**config.mk**
```make
export PLATFORM = sky130hd
export DESIGN_NAME = t03_prog_clock_divider
export DESIGN_NICKNAME = d
export VERILOG_FILES = /design/src/rtl/t03_clkdiv_pkg.sv /design/src/rtl/t03_clkdiv_reload.sv /design/src/rtl/t03_prog_clock_divider.sv
export SDC_FILE = /design/constraint.sdc
export NUM_CORES = 1
export LEC_CHECK = 0
export ABC_CLOCK_PERIOD_IN_PS = 1900
export BUFFER_PORTS_ARGS = -buffer_cell sky130_fd_sc_hd__buf_2
export CAP_MARGIN = 5
export CORE_UTILIZATION = 50
export DETAILED_ROUTE_END_ITERATION = 6
export PLACE_DENSITY = 0.77
export SKIP_LAST_GASP = 1
export SYNTH_ARGS = -nofsm -noshare
export SYNTH_HDL_FRONTEND = slang
export SYNTH_SLANG_ARGS = --single-unit
```
**constraint.sdc**
```tcl
create_clock -name hwclk -period 1.9 [get_ports hwclk]
set_input_delay 0.19 -clock hwclk [delete_from_list [all_inputs] [get_ports hwclk]]
set_output_delay 0.19 -clock hwclk [all_outputs]
set_load 0.01 [all_outputs]
```
**src/rtl/t03_clkdiv_pkg.sv**
```systemverilog
// Shared defaults and output-mode encoding for the programmable clock divider.
// Optional square-wave output is enabled with T03_CLKDIV_SQUARE_EN.
package t03_clkdiv_pkg;

    localparam int CLKDIV_CNT_W      = 23;
    localparam int CLKDIV_DEFAULT_TC = 5000000;

    typedef enum logic {
        CLKDIV_PULSE  = 1'b0,
        CLKDIV_SQUARE = 1'b1
    } clkdiv_mode_t;

endpackage

```
**src/rtl/t03_clkdiv_reload.sv**
```systemverilog
// Terminal-count reload slot: accepts a new count through valid/ready and
// releases it at the counter wrap, or immediately while counting is held.
module t03_clkdiv_reload
    import t03_clkdiv_pkg::*;
#(
    parameter int CNT_W = CLKDIV_CNT_W
) (
    input  logic             hwclk,
    input  logic             rst,
    input  logic             en,
    input  logic             wrap,
    input  logic [CNT_W-1:0] tc_in,
    input  logic             tc_valid,
    output logic             tc_ready,
    output logic             apply,
    output logic [CNT_W-1:0] pend_tc
);

    logic pend_v;

    assign tc_ready = ~pend_v;

    // Only one load may be outstanding, so accept and apply never coincide.
    assign apply = pend_v & (~en | wrap);

    always_ff @(posedge hwclk) begin
        if (rst) begin
            pend_v  <= 1'b0;
            pend_tc <= '0;
        end else if (apply) begin
            pend_v  <= 1'b0;
        end else if (tc_valid && tc_ready) begin
            pend_tc <= tc_in;
            pend_v  <= 1'b1;
        end
    end

endmodule

```
**src/rtl/t03_prog_clock_divider.sv**
```systemverilog
// Runtime-programmable clock-enable generator (pulse, or square wave when
// built with T03_CLKDIV_SQUARE_EN).
module t03_prog_clock_divider
    import t03_clkdiv_pkg::*;
#(
    parameter int CNT_W      = CLKDIV_CNT_W,
    parameter int DEFAULT_TC = CLKDIV_DEFAULT_TC
) (
    input  logic             hwclk,
    input  logic             rst,
    input  logic             en_i,
    input  logic [CNT_W-1:0] tc_i,
    input  logic             tc_valid_i,
    output logic             tc_ready_o,
    input  logic             mode_i,
    output logic             clkdiv_o,
    output logic [CNT_W-1:0] cnt_o
);

    logic [CNT_W-1:0] ctr;
    logic [CNT_W-1:0] tc;
    logic [CNT_W-1:0] pend_tc;
    logic             pulse_q;
    logic             wrap;
    logic             apply;

    assign wrap  = (ctr == tc);
    assign cnt_o = ctr;

    t03_clkdiv_reload #(
        .CNT_W (CNT_W)
    ) u_reload (
        .hwclk    (hwclk),
        .rst      (rst),
        .en       (en_i),
        .wrap     (wrap),
        .tc_in    (tc_i),
        .tc_valid (tc_valid_i),
        .tc_ready (tc_ready_o),
        .apply    (apply),
        .pend_tc  (pend_tc)
    );

    always_ff @(posedge hwclk) begin
        if (rst) begin
            ctr     <= '0;
            tc      <= CNT_W'(DEFAULT_TC);
            pulse_q <= 1'b0;
        end else if (en_i) begin
            if (wrap) begin
                ctr     <= '0;
                pulse_q <= 1'b1;
                if (apply) tc <= pend_tc;
            end else begin
                ctr     <= ctr + CNT_W'(1);
                pulse_q <= 1'b0;
            end
        end else begin
            pulse_q <= 1'b0;
            // A held divider restarts its new period from zero.
            if (apply) begin
                ctr <= '0;
                tc  <= pend_tc;
            end
        end
    end

`ifdef T03_CLKDIV_SQUARE_EN
    logic         sq_q;
    clkdiv_mode_t mode;

    assign mode = clkdiv_mode_t'(mode_i);

    always_ff @(posedge hwclk) begin
        if (rst) begin
            sq_q <= 1'b0;
        end else if (en_i && wrap) begin
            sq_q <= ~sq_q;
        end
    end

    assign clkdiv_o = (mode == CLKDIV_SQUARE) ? sq_q : pulse_q;
`else
    logic unused_mode;

    assign unused_mode = mode_i;
    assign clkdiv_o    = pulse_q;
`endif

endmodule

```
# Yosys cells after proc, flatten, opt, wreduce, memory -nomap -nowiden
# Cells that the tools add are included.
[op_classes]
addsub = 1
n_eq_ne = 2
muxes = 7
bitwise_logic = 5
n_reduce_logical = 5
[ops]
columns = ["operator", "count"]
rows = [
  ["$mux W23", 6],
  ["$add A23 B1 Y23 const B", 1],
  ["$eq A23 B23 Y1", 1],
  ["$reduce_or A2 Y1", 2],
  ["$not A1 Y1", 3],
  ["$ne A2 B1 Y1 const B", 1],
  ["$reduce_and A2 Y1", 1],
  ["$reduce_bool A2 Y1", 1],
  ["$and A1 B1 Y1", 1],
  ["$logic_and A1 B1 Y1", 1],
  ["$mux W1", 1],
  ["$or A1 B1 Y1", 1],
]
[word_totals]
ff_bits = 71
inputBits = 28
output_inout_bits = 25

# Depth between registers and ports, before layout
[logic_depth]
depth_word = 6
ltp_mapped = 7
depth_no_buf = 5

# Cells and area by module
# From an unflattened synthesis, not the netlist that was laid out.
[unflattened]
cells_unflattened = 361
hier_area_um2 = 3378.2
[modules_own_cells]
columns = ["mod", "instances", "cells_each", "area_per_inst_um2"]
rows = [
  ["t03_prog_clock_divider", 1, 250, 2262.2],
  ["t03_clkdiv_reload", 1, 111, 1116.1],
]

# Worst setup path before layout
# No wires, ideal clock.
[synth_path]
kind = "flip-flop to flip-flop"
from = "register ctr[2] (netlist: cnt_o[2])"
to = "register ctr[12] (netlist: cnt_o[12])"
setup_ps = 115
arrival_ps = 1766
slack_ps = 19
stages_incl_launch_ff = 8
synth_period_minus_slack_ps = 1881
cell_sequence = "dfxtp_1 xor2_1 nor4_2 nand4_2 buf_6 o311ai_4 buf_6 nor2_1"
[synth_via]
elab_chain_cells = 4
elab_cells_between_ends = 7
classes_between = "add/sub: 1; eq/ne: 1; mux: 2; bitwise: 2; reduce/logical: 1"
[synth_rtl]
columns = ["element", "line_no", "source"]
rows = [
  ["from (decl)", "t03_prog_clock_divider.sv:20", "logic [CNT_W-1:0] ctr;"],
  ["from (signal assigned)", "t03_prog_clock_divider.sv:55", "ctr <= ctr + CNT_W'(1);"],
  ["parallel branches: the longest is 4 deep, another holds $add A23 B1 Y23", "n/a", ""],
]
# Several ways; the timed one is not identified.
# A chain may end at the register's enable or synchronous reset.

# Worst setup path in the final report
[layout_path]
from = "register tc[19]"
to = "register tc[0]"
[layout_via]
elab_chain_cells = 6
elab_cells_between_ends = 7
classes_between = "eq/ne: 2; mux: 3; bitwise: 2"
[layout_rtl]
columns = ["element", "line_no", "source"]
rows = [
  ["from (decl)", "t03_prog_clock_divider.sv:21", "logic [CNT_W-1:0] tc;"],
  ["from (signal assigned)", "t03_prog_clock_divider.sv:47", "tc <= CNT_W'(DEFAULT_TC);"],
  ["from (signal assigned)", "t03_prog_clock_divider.sv:53", "if (apply) tc <= pend_tc;"],
  ["from (signal assigned)", "t03_prog_clock_divider.sv:63", "tc <= pend_tc;"],
  ["$eq A23 B23 Y1 *", "t03_prog_clock_divider.sv:27", "assign wrap = (ctr == tc);"],
  ["$or A1 B1 Y1", "t03_clkdiv_reload.sv:24", "assign apply = pend_v & (~en | wrap);"],
  ["$and A1 B1 Y1", "t03_clkdiv_reload.sv:24", ""],
  ["$mux W23 (3 in a row)", "n/a", ""],
]
# Every way passes the cells marked *; elsewhere a longest branch is shown, timed or not. The select of a mux whose other input is x is not followed.

==> metrics.txt <==
# TYPE chip_impl_metric gauge
chip_impl_metric{name="pwr-share-seq",unit="%"} 48.2
chip_impl_metric{name="routed-via-count",unit=""} 2823
chip_impl_metric{name="worst_pin_slew",unit="ns"} 0.3700
chip_impl_metric{name="routed_wire_length_per_instance",unit="um"} 14.49
chip_impl_metric{name="gpl.final_weighted_congestion",unit=""} 0.8847
chip_impl_metric{name="swShare",unit="%"} 23.24
chip_impl_metric{name="maximum_number_of_pins_on_one_net_before_global_route_repair",unit=""} 38
chip_impl_info{name="worst_hold_path_type",value="input port to flip-flop"} 1
chip_impl_metric{name="overflow",unit=""} 0
chip_impl_metric{name="dp_cells",unit=""} 514
chip_impl_metric{name="antenna_cells_inserted",unit=""} 0
chip_impl_metric{name="layout-drive-gt1-share",unit="%"} 26.74
chip_impl_info{name="crit_start",value="tc[19]$_SDFFE_PP1P_"} 1
chip_impl_metric{name="synth-warning-count",unit=""} 0
chip_impl_metric{name="pin_count",unit=""} 53
chip_impl_metric{name="numClockSinks",unit=""} 71
chip_impl_metric{name="drt-pass1-iter-count",unit=""} 4
chip_impl_info{name="hp-start",value="tc_i[6]"} 1
chip_impl_metric{name="leakage_power_total",unit="nW"} 1.760
chip_impl_metric{name="placement.io_buffers",unit=""} 51
chip_impl_metric{name="yosys_top_cell_area_share",unit="%"} 44.72
chip_impl_info{name="synth.largest_area_cell",value="sky130_fd_sc_hd__dfxtp_1"} 1
chip_impl_metric{name="maxSlewHeadroom",unit="%"} 75.24
chip_impl_metric{name="insertion_delay",unit="ns"} 0.34
chip_impl_metric{name="placement_rows",unit=""} 28
chip_impl_info{name="synthMostInstantiatedCell",value="sky130_fd_sc_hd__nand2_1"} 1
chip_impl_metric{name="critical_path.max_fanout",unit=""} 6
chip_impl_metric{name="skew",unit="ns"} 0.008777
chip_impl_metric{name="worstPathArrival",unit="ns"} 2.13
chip_impl_info{name="rr_startpoint",value="tc[19]$_SDFFE_PP1P_"} 1
chip_impl_metric{name="synthXorXnorAreaFrac",unit="%"} 10.75
chip_impl_info{name="root_buffer",value="sky130_fd_sc_hd__clkbuf_8"} 1
chip_impl_metric{name="complex_gate_fraction_of_the_synthesized_area",unit="%"} 9.646
chip_impl_info{name="tritoncts_clock_tree",value="done"} 1
chip_impl_metric{name="total_power",unit="mW"} 3.257
chip_impl_metric{name="wl",unit="mm"} 7.753
chip_impl_metric{name="comb_power_share",unit="%"} 8.1
chip_impl_metric{name="synth_fa_ha_area_share",unit="%"} 0.3937
chip_impl_metric{name="drcViolationCount",unit=""} 0
chip_impl_metric{name="clock_power_share",unit="%"} 43.7
chip_impl_metric{name="postSynth.asyncResetShare",unit="%"} 0
chip_impl_metric{name="post_synth_mux_area_share",unit="%"} 7.244
chip_impl_metric{name="die-width",unit="um"} 81.73
chip_impl_metric{name="timing.max_cap.violations",unit=""} 0
chip_impl_metric{name="place_hpwl",unit="mm"} 5.277
chip_impl_metric{name="irDropWorstVdd",unit="mV"} 0.6626
chip_impl_metric{name="synth-seq-cells",unit=""} 71
chip_impl_metric{name="num-nets-final",unit=""} 484
chip_impl_metric{name="synthesized_area_per_cell",unit="um2"} 8.520
chip_impl_metric{name="fp.coreArea",unit="mm2"} 0.006026
chip_impl_info{name="critPathLaunchType",value="flip-flop"} 1
chip_impl_metric{name="number_of_synthesized_flops_with_an_enable_pin",unit=""} 0
chip_impl_metric{name="number_of_distinct_library_cell_variants_in_the_gate_level_netlist_after_synthesis",unit=""} 36
chip_impl_metric{name="area_delta_synth_final",unit="%"} 27.95
chip_impl_info{name="netlist_top_cells_count",value="sky130_fd_sc_hd__nand2_1, sky130_fd_sc_hd__dfxtp_1, sky130_fd_sc_hd__nor2_1, sky130_fd_sc_hd__a21oi_1, sky130_fd_sc_hd__xor2_1"} 1
chip_impl_metric{name="detailedRoute.firstIterationViolations",unit=""} 208
chip_impl_metric{name="slew_violations",unit=""} 0
chip_impl_info{name="timing.setup.critical_path_class",value="flip-flop to flip-flop"} 1
chip_impl_metric{name="final_antenna_net_count",unit=""} 0
chip_impl_metric{name="power.switching",unit="mW"} 0.7568
chip_impl_metric{name="avgViaCountPerCell",unit=""} 5.277
chip_impl_metric{name="grt_usage",unit="%"} 24.19
chip_impl_info{name="status",value="finished, final reports clean"} 1
chip_impl_metric{name="finish.utilization",unit="%"} 67.48
chip_impl_metric{name="net_count_of_the_mapped_netlist",unit=""} 402
chip_impl_metric{name="synth.cell_area",unit="mm2"} 0.003178
chip_impl_metric{name="start_util",unit="%"} 52.74
chip_impl_metric{name="timing_hold_violations_final",unit=""} 0
chip_impl_metric{name="final-instance-count-excl-fill",unit=""} 535
chip_impl_metric{name="clk_pin_slew",unit="ns"} 0.08
chip_impl_metric{name="synth_simple_gate_area_share",unit="%"} 23.43
chip_impl_info{name="post_synth_main_area_contributors",value="sky130_fd_sc_hd__dfxtp_1, sky130_fd_sc_hd__nand2_1, sky130_fd_sc_hd__xor2_1"} 1
chip_impl_metric{name="grt_first_pass_wirelength",unit="mm"} 12.18
chip_impl_metric{name="setup-violations-final",unit=""} 0
chip_impl_metric{name="fmax",unit="GHz"} 0.5351
chip_impl_metric{name="cts_made_buffers",unit=""} 9
chip_impl_metric{name="h_tree_lvl_count",unit=""} 3
chip_impl_metric{name="cts_buffer_depth",unit=""} 2
chip_impl_metric{name="worst_ep_required_time",unit="ns"} 2.16
chip_impl_metric{name="finalCriticalPeriod",unit="ns"} 1.869
chip_impl_info{name="rsz0062_at_grt",value="true"} 1
chip_impl_info{name="cp-end-kind",value="flip-flop"} 1
chip_impl_metric{name="internal-power",unit="mW"} 2.500
chip_impl_metric{name="post_synth_inst_count",unit=""} 373
chip_impl_info{name="largest_family_of_logic_cells_by_synthesized_area",value="simple AND/OR/NAND/NOR gates"} 1
chip_impl_metric{name="die_h",unit="um"} 81.73
chip_impl_info{name="synth_ff_type",value="sky130_fd_sc_hd__dfxtp_1"} 1
chip_impl_metric{name="grt_pass1_vias",unit=""} 2632
chip_impl_metric{name="yosysSeqAreaShare",unit="%"} 44.72
chip_impl_metric{name="timing.final.crit_share",unit="%"} 98.36
chip_impl_metric{name="p_per_area",unit="mW/mm2"} 800.9
chip_impl_metric{name="die-area",unit="mm2"} 0.006679
chip_impl_metric{name="antenna_found_initial",unit=""} 0
==> per-layer routing <==
| metal | routed length (um) | share of wire (%) | vias to the layer above | GRT usage, % |
|---|---|---|---|---|
| met1 | 3513 | 45 | 1291 | 32.37 |
| met5 | 0 | 0 | - | 0 |
| met3 | 438 | 5.6 | 15 | 4.778 |
| met4 | 144 | 1.9 | 0 | 9.298 |
| li1 | - | - | 1415 | - |
| met2 | 3657 | 47 | 102 | 38.26 |
==> through the flow <==
stage / cell area (um2) / setup TNS (ns) / setup WS [ns] / hold slack [ns]
floorplan: 3178 / 0 / 0.01897 / 0.3260
finish: 4066 / 0 / 0.03109 / 0.07576
detailed placement: 3709 / -0.2445 / -0.02938 / 0.4366
global placement: 3709 / 0 / 0.02715 / 0.4327
global route: 4066 / -0.1861 / -0.03561 / 0.07447
CTS: 3958 / -0.08535 / -0.01688 / 0.06721
==> final cells by class <==
| class | instances | area (um2) |
|---|---|---|
| clock buffer | 12 | 165.2 |
| fill | 475 | 1959 |
| inverter | 4 | 15.01 |
| timing repair buffer | 91 | 623.1 |
| clock inverter | 4 | 76.32 |
| tap | 75 | 93.84 |
| multi-input combinational | 278 | 1668 |
| sequential | 71 | 1425 |
==> placed cells by master (no fill, tap or decap), types with 2 or more instances in the layout <==
| cell | Yosys | layout |
|---|---|---|
| sky130_fd_sc_hd__a21oi_1 | 31 | 31 |
| sky130_fd_sc_hd__and3_1 | 5 | 5 |
| sky130_fd_sc_hd__and4_1 | 2 | 2 |
| sky130_fd_sc_hd__buf_12 | 0 | 2 |
| sky130_fd_sc_hd__buf_2 | 1 | 51 |
| sky130_fd_sc_hd__buf_4 | 0 | 34 |
| sky130_fd_sc_hd__buf_6 | 4 | 2 |
| sky130_fd_sc_hd__bufinv_16 | 0 | 2 |
| sky130_fd_sc_hd__clkbuf_16 | 0 | 2 |
| sky130_fd_sc_hd__clkbuf_8 | 0 | 12 |
| sky130_fd_sc_hd__dfxtp_1 | 71 | 68 |
| sky130_fd_sc_hd__dfxtp_2 | 0 | 3 |
| sky130_fd_sc_hd__inv_1 | 4 | 4 |
| sky130_fd_sc_hd__mux2i_1 | 23 | 23 |
| sky130_fd_sc_hd__nand2_1 | 90 | 89 |
| sky130_fd_sc_hd__nand3_1 | 8 | 8 |
| sky130_fd_sc_hd__nand4_1 | 5 | 5 |
| sky130_fd_sc_hd__nor2_1 | 36 | 36 |
| sky130_fd_sc_hd__nor2_2 | 3 | 3 |
| sky130_fd_sc_hd__nor3_1 | 5 | 5 |
| sky130_fd_sc_hd__nor4_1 | 8 | 4 |
| sky130_fd_sc_hd__nor4_2 | 1 | 5 |
| sky130_fd_sc_hd__o211ai_1 | 2 | 2 |
| sky130_fd_sc_hd__o21ai_0 | 4 | 4 |
| sky130_fd_sc_hd__o221ai_1 | 3 | 3 |
| sky130_fd_sc_hd__xnor2_1 | 8 | 8 |
| sky130_fd_sc_hd__xor2_1 | 31 | 31 |
==> logic make-up (layout without fill, tap and decap cells) <==
family	after synthesis	count (layout)
muxes	23	23
xor gates and xnor gates	39	39
AOI/OAI and AO/OA	47	47
DFF	71	71
adders and majority gates	1	1
and+or+nand+nor	168	168
buffers and inverters	24	111
==> worst max-delay path: stages, from the launching register on <==
cell and delay [ns]:
sky130_fd_sc_hd__dfxtp_1 0.35, sky130_fd_sc_hd__xor2_1 0.19, sky130_fd_sc_hd__nor4_2 0.30, sky130_fd_sc_hd__nand4_2 0.18, sky130_fd_sc_hd__o31ai_4 0.26, sky130_fd_sc_hd__buf_6 0.17, sky130_fd_sc_hd__clkbuf_16 0.16, sky130_fd_sc_hd__mux2i_1 0.19
==> registers in the layout, indices dropped and copies added, names as in the netlist <==
register / cells
u_reload.pend_tc: 23
u_reload.pend_v: 1
clkdiv_o: 1
cnt_o: 23
tc: 23
==> power by group through the flow <==
stage                     combinational (mW)  clock (mW)  sequential, mW
after floorplan                        0.159           0            1.60
after global placement                 0.236           0            1.60
after detailed placement               0.241           0            1.60
after CTS                              0.242        1.43            1.57
after global routing                   0.292        1.51            1.58
final                                  0.262        1.42            1.57
==> what timing repair did <==
item                       CTS  global route
buffers inserted             1             1
setup endpoints to repair   23            42
cloned                       0             3
hold buffers                 0             0
pin swaps                    1             4
resized for setup            0            10
==> final timing paths <==
kind / to / slack (ns) / depth (start not counted)
setup / recovery: tc[0]$_SDFFE_PP0P_ / 0.03 / 7
hold / removal: u_reload.pend_tc[6]$_SDFFE_PP0P_ / 0.08 / 3
setup reg to reg: tc[0]$_SDFFE_PP0P_ / 0.03 / 7
hold reg to reg: u_reload.pend_tc[6]$_SDFFE_PP0P_ / 0.46 / 2
Note: power is estimated with default switching activity, not from simulation.
